## config.mk

```make
export PLATFORM = sky130hd
export DESIGN_NAME = snowflake_mem_arbiter
export DESIGN_NICKNAME = d
export VERILOG_FILES = /design/src/rtl/snowflake_mem_arbiter.sv
export SDC_FILE = /design/constraint.sdc
export NUM_CORES = 1
export LEC_CHECK = 0
export CAP_MARGIN = 20
export CORE_AREA = 2 2 106 108
export DETAILED_ROUTE_END_ITERATION = 7
export DIE_AREA = 0 0 108 110
export SLEW_MARGIN = 30
export SYNTH_ARGS = -nofsm -noshare
export SYNTH_HDL_FRONTEND = slang
export SYNTH_SLANG_ARGS = --single-unit
```

## constraint.sdc

```tcl
create_clock -name clk -period 1.7 [get_ports clk]
set_input_delay 0.255 -clock clk [delete_from_list [all_inputs] [get_ports clk]]
set_output_delay 0.255 -clock clk [all_outputs]
set_load 0.02 [all_outputs]
```

## src/rtl/snowflake_mem_arbiter.sv

```systemverilog
// Single-port main memory arbiter: data port has priority over the instruction
// port, with a bounded starvation counter that forces an occasional instruction grant.
module snowflake_mem_arbiter #(
    parameter int unsigned STARVE_LIMIT = 4
) (
    input  logic        clk,
    input  logic        rstz,
    input  logic [31:0] instr_addr,
    input  logic        instr_req,
    output logic        instr_ack,
    output logic [31:0] instr_data,
    input  logic [31:0] data_addr,
    input  logic [31:0] data_wr_data,
    input  logic [3:0]  data_mask,
    input  logic        data_wr_en,
    input  logic        data_req,
    output logic        data_ack,
    output logic [31:0] data_rd_data,
    output logic [31:0] mem_addr,
    input  logic [31:0] mem_rd_data,
    output logic [31:0] mem_wr_data,
    output logic        mem_en,
    output logic        mem_wr_en,
    output logic [3:0]  mem_mask,
    output logic        boost
);

    localparam logic [3:0] LIMIT = STARVE_LIMIT[3:0];

    logic [3:0] starve_cnt_q, starve_cnt_d;
    logic       instr_ack_q, instr_ack_d;
    logic       data_ack_q, data_ack_d;
    logic       contended;
    logic       force_instr;
    logic       grant_instr;
    logic       grant_data;

    // A request held high through its ack cycle already carries the next address,
    // so eligibility is simply the request level.
    always_comb begin
        contended    = instr_req & data_req;
        force_instr  = contended && (LIMIT != 4'd0) && (starve_cnt_q == LIMIT);
        grant_instr  = instr_req & (~data_req | force_instr);
        grant_data   = data_req & ~force_instr;

        starve_cnt_d = starve_cnt_q;
        if (grant_instr) begin
            starve_cnt_d = 4'd0;
        end else if (grant_data && contended && (starve_cnt_q != LIMIT)) begin
            starve_cnt_d = starve_cnt_q + 4'd1;
        end

        instr_ack_d  = grant_instr;
        data_ack_d   = grant_data;
    end

    always_ff @(posedge clk or negedge rstz) begin
        if (!rstz) begin
            starve_cnt_q <= 4'd0;
            instr_ack_q  <= 1'b0;
            data_ack_q   <= 1'b0;
        end else begin
            starve_cnt_q <= starve_cnt_d;
            instr_ack_q  <= instr_ack_d;
            data_ack_q   <= data_ack_d;
        end
    end

    // Strobes are gated by rstz so nothing reaches the memory while reset is held.
    always_comb begin
        mem_en       = rstz & (grant_instr | grant_data);
        mem_wr_en    = rstz & grant_data & data_wr_en;
        boost        = rstz & force_instr;
        mem_addr     = grant_instr ? instr_addr : data_addr;
        mem_wr_data  = data_wr_data;
        mem_mask     = data_mask;
        instr_ack    = instr_ack_q;
        data_ack     = data_ack_q;
        instr_data   = mem_rd_data;
        data_rd_data = mem_rd_data;
    end

endmodule

```

## Yosys cells after proc, flatten, opt, wreduce, memory -nomap -nowiden

Index checks and enable logic that the tools add are counted.

| storage, ports and cells | value |
|---|---|
| logic and storage cells | 24 |
| flip-flop bits (word level) | 6 |
| output and inout port bits | 137 |
| input port bits | 137 |

| operators by class | value |
|---|---|
| eq/ne operators | 2 |
| reductions and logical operators | 4 |
| multiplexer cells | 3 |
| bitwise gates (word level) | 11 |
| add/subtract/negate cells | 1 |

Operator list:

| kind | count |
|---|---|
| two-way mux 32 bit | 1 |
| two-way mux 4 bit | 2 |
| bitwise AND 1 bit | 7 |
| adder 4 x 1 -> 4 bit, second input constant | 1 |
| equality test 4 x 3 -> 1 bit, second input constant | 1 |
| inequality test 4 x 3 -> 1 bit, second input constant | 1 |
| logical AND 1 bit | 3 |
| NOT 1 bit | 2 |
| OR 1 bit | 2 |
| nonzero test 2 bit | 1 |

## Logic depth before layout (Yosys ltp)

Gate-level depths: netlist (run 1).

| depth | value |
|---|---|
| depth in word-level cells | 8 |
| depth in mapped cells | 6 |
| mapped depth without buffers | 5 |

## Worst setup path before layout (run 1)

OpenSTA, ideal clock, no wires.

| timing | value |
|---|---|
| path kind | register -> output |
| start point | reg starve_cnt_q[0] |
| end point | out mem_addr[0] |
| setup slack | -0.053 ns |
| data required time | 1.445 ns |
| path buffers | 1 |
| data arrival time | 1.498 ns |
| cell stages (with the launch flop) | 7 |
| cell sequence | dfrtp_1 -> inv_1 -> ha_1 -> nand4b_4 -> o21ai_4 -> buf_6 -> mux2_2 |

| on the way | value |
|---|---|
| cells in the longest elaborated chain, start to end | 5 |

RTL lines:

| element | line | text |
|---|---|---|
| from (decl) | 30 | `logic [3:0] starve_cnt_q, starve_cnt_d;` |
| from (signal assigned) | 63 | `starve_cnt_q <= starve_cnt_d;` |
| equality test 4 x 3 -> 1 bit | 42 | `force_instr = contended && (LIMIT != 4'd0) && (starve_cnt_q == LIMIT);` |
| logical AND 1 bit | 42 |  |
| OR 1 bit | 43 | `grant_instr = instr_req & (~data_req \| force_instr);` |
| bitwise AND 1 bit | 43 |  |
| two-way mux 32 bit | 74 | `mem_addr = grant_instr ? instr_addr : data_addr;` |
| to (decl) | 19 | `output logic [31:0] mem_addr,` |

No other way between the ends.

## Worst setup path after layout (run 1)

| timing | value |
|---|---|
| start point | reg starve_cnt_q[1] |
| end point | out mem_addr[30] |

Same word-level chain as after synthesis.

==> metrics.cfg, run 1 <==
[outcome]
status = finished, violations left
violations = negative setup slack

[detailed_routing]
vias = 1108
finalWirelength_um = 5300
wl_met3_um = 416
top_layer_used = met4
post-route-drc-count = 0
via_per_inst = 3.29
wl_met1_um = 2110
wire_per_inst_um = 15.7
antenna_left = 0
dr.first_iter.drc_count = 23
wl_met2_um = 2520
dr.pass1.iters = 4

[floorplan]
pin_count = 274
start_util_pct = 14.0
row_count = 38
die_area_um2 = 11900
fp.dieH_um = 110
die_w_um = 108
coreArea_um2 = 10700

[setup_path]
critPathSlowestCell = dfrtp_1
cp-end-kind = output pin
worstSetupPathType = reg -> out
critPathArrivalTime_ns = 1.82
worst-path-max-fanout = 23
required_ns = 1.44
crit_family = buffers and inverters
crit_chain = inv_2, ha_4, nand4b_4, o21ai_4, buf_12, mux2_2, buf_2
start_kind = register
crit_buf_inv = 3
cpPeakStageDelay_ns = 0.38

[layout]
num_antenna_cells = 0
area_growth_pct = 43.7
utilization_pct = 20.1
fillers = 1198
design_area_um2 = 2150
drive_gt1_share_pct = 49.7
fin_nets = 338

[synthesis]
synthCells = 172
syn_nets = 311
synth_top_cell_by_area = buf_4
synth_area_leaders = buf_4 51%, mux2_2 24%, dfrtp_1 10%, buf_6 2.3%, ha_1 1.7%
synthArstFlopShare_pct = 100
yosysUniqueCellTypes = 21
synth_common_cells = 101 x buf_4, 32 x mux2_2, 6 x dfrtp_1, 6 x inv_1, 4 x nand2_1
synth_most_common_cell = buf_4
ys_seq_elements = 6
synth-edff-count = 0
syn-cell-area_um2 = 1500
yosys_warnings = 0
syn_avg_cell_area_um2 = 8.71
yosys.area.top_type_share_pct = 50.6
yosysSeqAreaShare_pct = 10.0
synth_flop_cell = dfrtp_1

[place]
dpl.hpwl_um = 4200
portBuffers = 105
place_area_um2 = 2050
place_congestion = 0.713

[flow_run]
drv_cap = 0

[cts]
clkSlewWorstSetupHoldPaths_ns = 0.04
clk_latency_ns = 0.23
clock_path_buffers = 2
postCtsHoldBufs = 0
clock-root-buffer = clkbuf_8
clock_sinks = 6
cts_max_level = 1
tritoncts = done
cts_made_buffers = 3

[sta]
fin_crit_sh_pct = 122
timing.hold.ws_ns = 0.222
maxSlewViolCount = 0
setup_tns_ns = -11.39
hold_viol_final = 0
worstMarginPinSlew_ns = 0.257
clock_skew_ns = 0.00452
setup_viol = 33
max_freq_ghz = 0.483
fin_crit_ns = 2.07
max_slew_margin_pct = 82.9
layout_setup_ws_ns = -0.371
rsz0062_at_grt = yes

[grt]
track_usage_pct = 8.19
grt_max_degree = 24
antenna_found_initial = 0
grt-ovfl-total = 0
grt_pass1_vias = 1119
grt_pass1_wl_um = 7120

[power_and_ir_drop]
power.density_nw_per_um2 = 487
p_leak_nw = 0.906
worst_ir_drop_vdd_mv = 0.163

[worst_hold_path]
hold_path.class = in -> async

## cell families after synthesis
family	after synthesis	synth area share [%]
and+or+nand+nor	12	5.59
AOI/OAI and AO/OA	8	3.76
buffers and inverters	112	54.9
adders and majority gates	2	1.67
muxes	32	24.0
DFF	6	10.0
## worst reg2reg max path, cell delays in order (launching register included)
cell and delay (ns):
dfrtp_1 0.38, inv_2 0.08, ha_4 0.15, nand4b_4 0.12, buf_4 0.15, buf_6 0.10, buf_4 0.14, a31oi_1 0.15
o21ai_0 0.09
## state kept, by name, indices dropped and copies added (netlist names)
signal        cells
data_ack          1
instr_ack         1
starve_cnt_q      4
## area by class of cell
cell class / instances / area (um2) / share of cell area [%]
Clock buffer: 3 / 41.3 / 1.92
Sequential cell: 6 / 150 / 6.97
Multi-Input combinational cell: 54 / 579 / 26.9
Inverter: 7 / 26.3 / 1.22
Timing Repair Buffer: 127 / 1180 / 54.9
Tap cell: 140 / 175 / 8.13
## what timing repair did
item                                    4_1_cts  5_1_grt
gates resized for setup                     157       24
cloned                                        1        0
endpoints found under the setup margin       35       33
buffers inserted                              5        3
pin swaps                                     0        1
## worst paths after layout
kind	from	end	slack [ns]	depth (start not counted)
min in group clk	data_wr_data[13]	mem_wr_data[13]	0.51	0
min reg2reg	starve_cnt_q[1]$_DFFE_PN0P_	starve_cnt_q[1]$_DFFE_PN0P_	0.60	2
max in group asynchronous	rstz	data_ack$_DFF_PN0_	1.36	2
max reg2reg	starve_cnt_q[1]$_DFFE_PN0P_	starve_cnt_q[2]$_DFFE_PN0P_	0.21	8
max	starve_cnt_q[1]$_DFFE_PN0P_	mem_addr[30]	-0.37	7
min	rstz	starve_cnt_q[3]$_DFFE_PN0P_	0.22	2
## cell usage in the layout, fill, tap and decap left out, drive strengths merged
cell	instances
clkdlybuf4s50	67
buf	55
mux2	32
inv	7
dfrtp	6
dlygate4sd2	4
nand2	4
o21ai	4
nand4	3
clkbuf	3
ha	2
nand4b	1
o21a	1
nor2	1
and3b	1
and4	1
nand3	1
a21oi	1
o22ai	1
a31oi	1
clkdlybuf4s15	1
## metal layers
layer / global-route usage (%) / vias up
li1: - / 514
met1: 10.3 / 503
met2: 12.1 / 60
met3: 2.53 / 31
met4: 5.31 / 0
met5: 0 / -
## report_power, final
group / internal (mW) / total (mW) / leakage (nW) / switching [mW]
sequential: 0.156 / 0.164 / 0.0783 / 0.00776
clock: 0.153 / 0.220 / 0.0216 / 0.0678
combinational: 0.393 / 0.665 / 0.806 / 0.272
## per-stage QoR
| step | power, mW | worst slack, ns | std cells |
|---|---|---|---|
| after CTS | 1.04 | -0.482 | 335 |
| after floorplan | 0.768 | -0.0400 | 172 |
| after detailed placement | 0.801 | -0.775 | 326 |
| final | 1.05 | -0.371 | 337 |
| after global placement | 0.801 | -0.765 | 326 |
| after global routing | 1.11 | -0.446 | 337 |
Note: power is estimated with default switching activity, not from simulation.
==> run 2, diff against run 1 <==
Settings changed: TNS_END_PERCENT set to 100.
==> results of run 2 <==
Same layout as run 1: the final DEF is identical, and so are final timing and power.
==> run 3, diff against run 2 <==
Settings changed: CORE_AREA 2 2 106 108 to 2 2 107 109, DIE_AREA 0 0 108 110 to 0 0 109 111.
Clock period 1.7 ns to 2 ns, I/O delays scaled along.
==> run 3 against run 2 <==
- the run still ends with negative setup slack left
- clock power grew 46%
- sequential power decreased by 15%
- clock skew decreased by 0.0014 ns
- global-route usage down 0.90 points
- largest cell class unchanged
- count of clock-buffer cells in the layout stayed put
- total power increased by 0.45%
- first-iteration DRC count fell by 43%
- register-to-register slack improved by 0.38 ns
- die area grew 1.8%
- sequential cell count stayed put
- worst hold slack better by 0.28 ns
- routed wire length fell by 11%
==> metrics.cfg, run 3 (synthesis gave the netlist of run 1 again) <==
[setup_path]
cpPeakStageDelay_ns = 0.38  ; about the same
required_ns = 1.70  ; +0.26 ns
worstRegToRegCells = 7  ; -1
start_kind = register
critPathArrivalTime_ns = 1.78  ; -0.04 ns
worstSetupPathType = reg -> out
worst-path-max-fanout = 8  ; -65%
critPathSlowestCell = dfrtp_1
crit_chain = inv_2, ha_4, nand4b_4, o21ai_4, buf_6, mux2_2, buf_2
cp-end-kind = output pin

[detailed_routing]
finalWirelength_um = 4710  ; -11%
post-route-drc-count = 0  ; unchanged
wire_per_inst_um = 13.7  ; -13%
antenna_left = 0  ; unchanged
via_per_inst = 3.28  ; -0.33%
dr.first_iter.drc_count = 13  ; -43%
vias = 1124  ; +1.4%
dr.pass1.iters = 3  ; -1

[sta]
fin_crit_sh_pct = 104
max_slew_margin_pct = 82.2  ; -0.69 points
max_freq_ghz = 0.480
fin_crit_ns = 2.08
clock_skew_ns = 0.00313  ; -0.00139 ns
setup_viol = 32  ; -3.0%
maxSlewViolCount = 0  ; unchanged
worstMarginPinSlew_ns = 0.266  ; +0.00927 ns
setup_tns_ns = -1.84  ; +9.55 ns
layout_setup_ws_ns = -0.0822  ; +0.289 ns
hold_viol_final = 0  ; unchanged
rsz0062_at_grt = yes

[power_and_ir_drop]
p_leak_nw = 0.967  ; +6.7%
internal_power_mw = 0.750  ; +6.8%
pwr-share-clk_pct = 30.4  ; +9.4 points
power.density_nw_per_um2 = 469  ; -3.7%
switching_share_pct = 28.9  ; -4.2 points
p_sw_mw = 0.304  ; -12%
worst_ir_drop_vdd_mv = 0.202  ; +24%
seqPwrFrac_pct = 13.2  ; -2.4 points
power_frac_comb_pct = 56.4  ; -7.0 points

[floorplan]
die_w_um = 109  ; +0.93%
fp.dieH_um = 111  ; +0.91%
pin_count = 274  ; unchanged
start_util_pct = 13.5  ; -0.48 points
coreArea_um2 = 11100  ; +3.5%
die_area_um2 = 12100  ; +1.8%
row_count = 39  ; +2.6%

[cts]
cts_made_buffers = 3  ; unchanged
clk_latency_ns = 0.23  ; about the same
clkSlewWorstSetupHoldPaths_ns = 0.04  ; about the same
clock_sinks = 6  ; unchanged
tritoncts = done
cts_max_level = 1  ; unchanged
clock-root-buffer = clkbuf_16
clock_path_buffers = 2  ; unchanged

[grt]
grt-ovfl-total = 0  ; unchanged
antenna_found_initial = 0  ; unchanged
grt_max_degree = 13  ; -46%
grt_pass1_vias = 1273  ; +14%
track_usage_pct = 7.29  ; -0.90 points
grt_pass1_wl_um = 6710  ; -5.7%

[worst_hold_path]
hold_path.class = in -> async

[outcome]
status = finished, violations left
violations = negative setup slack

[layout]
area_growth_pct = 49.8
final_cell_mix = 69 x clkdlybuf4s50_1, 21 x buf_6, 20 x buf_4
fin_nets = 341  ; +0.89%
utilization_pct = 20.3  ; +0.15 points
num_antenna_cells = 0  ; unchanged
drive_gt1_share_pct = 49.5  ; -0.25 points
fillers = 1236  ; +3.2%
top_register = starve_cnt_q
largest_register_ffs = 4  ; unchanged
layout_commonest_cell = clkdlybuf4s50_1

[place]
dpl.hpwl_um = 3680  ; -12%
portBuffers = 105  ; unchanged
pre_cts_ws_ns = -0.582  ; +0.193 ns
place_congestion = 0.705  ; -1.2%

[flow_run]
drv_cap = 0  ; unchanged

-- run 3: cell types whose count changed in the layout (fill, tap and decap cells not counted), moves of 2 or more --
cell and delta:
buf_6 +10, mux2_2 -8, mux2_4 +8, buf_4 -6, clkbuf_16 +3, clkbuf_8 -3, buf_12 -2, clkdlybuf4s50_1 +2
-- run 3: worst paths after layout --
| kind | startpoint | endpoint | slack [ns] |
|---|---|---|---|
| min reg2reg | starve_cnt_q[3]$_DFFE_PN0P_ | starve_cnt_q[3]$_DFFE_PN0P_ | 0.60 |
| max | starve_cnt_q[0]$_DFFE_PN0P_ | mem_addr[19] | -0.08 |
| max reg2reg | starve_cnt_q[0]$_DFFE_PN0P_ | starve_cnt_q[2]$_DFFE_PN0P_ | 0.59 |
| min in group clk | starve_cnt_q[3]$_DFFE_PN0P_ | starve_cnt_q[3]$_DFFE_PN0P_ | 0.60 |
| min | rstz | instr_ack$_DFF_PN0_ | 0.50 |
| max in group asynchronous | rstz | starve_cnt_q[2]$_DFFE_PN0P_ | 1.38 |
-- run 3: what timing repair did --
item	in CTS	in global routing
endpoints found under the setup margin	35	32
pin swaps	2	1
gates cloned	2	0
hold buffers	0	0
resized for setup	179	23
buffers inserted	10	4
-- run 3: critical path, delay by kind of cell, from the launching register on --
| family | cells | cell delay [ns] |
|---|---|---|
| buffers and inverters | 3 | 0.44 |
| DFF | 1 | 0.38 |
| muxes | 1 | 0.33 |
| adders and majority gates | 1 | 0.15 |
| AOI/OAI and AO/OA | 1 | 0.13 |
| and+or+nand+nor | 1 | 0.12 |
-- run 3: power by group through the flow --
stage	combinational [mW]	sequential, mW	clock, mW
after floorplan	0.506	0.145	0
after global placement	0.522	0.139	0
after detailed placement	0.527	0.140	0
after CTS	0.586	0.139	0.325
after global routing	0.629	0.140	0.331
final	0.594	0.139	0.321
-- run 3: area by class of cell --
type	instances	area [um2]	share of cell area, %
clock buffers	3	75.1	3.34
inverters	7	26.3	1.17
multi-input cells	54	602	26.8
flip-flops and latches	6	150	6.69
well taps	143	179	7.97
repair buffers	130	1210	54.0
-- run 3: through the flow --
stage / instance area, um2 / hold WS (ns) / std cells / total power [mW]
after floorplan: 1500 / 0.00441 / 172 / 0.651
after global placement: 2040 / 0.545 / 328 / 0.662
after detailed placement: 2040 / 0.554 / 328 / 0.667
after CTS: 2230 / 0.505 / 343 / 1.05
after global routing: 2250 / 0.522 / 343 / 1.10
final: 2250 / 0.502 / 343 / 1.05
-- run 3: metal layers --
layer	track usage, %	share of wire (%)
met3	1.94	8.9
met1	7.04	32
met5	0	0
met4	3.42	3.5
met2	13.9	55
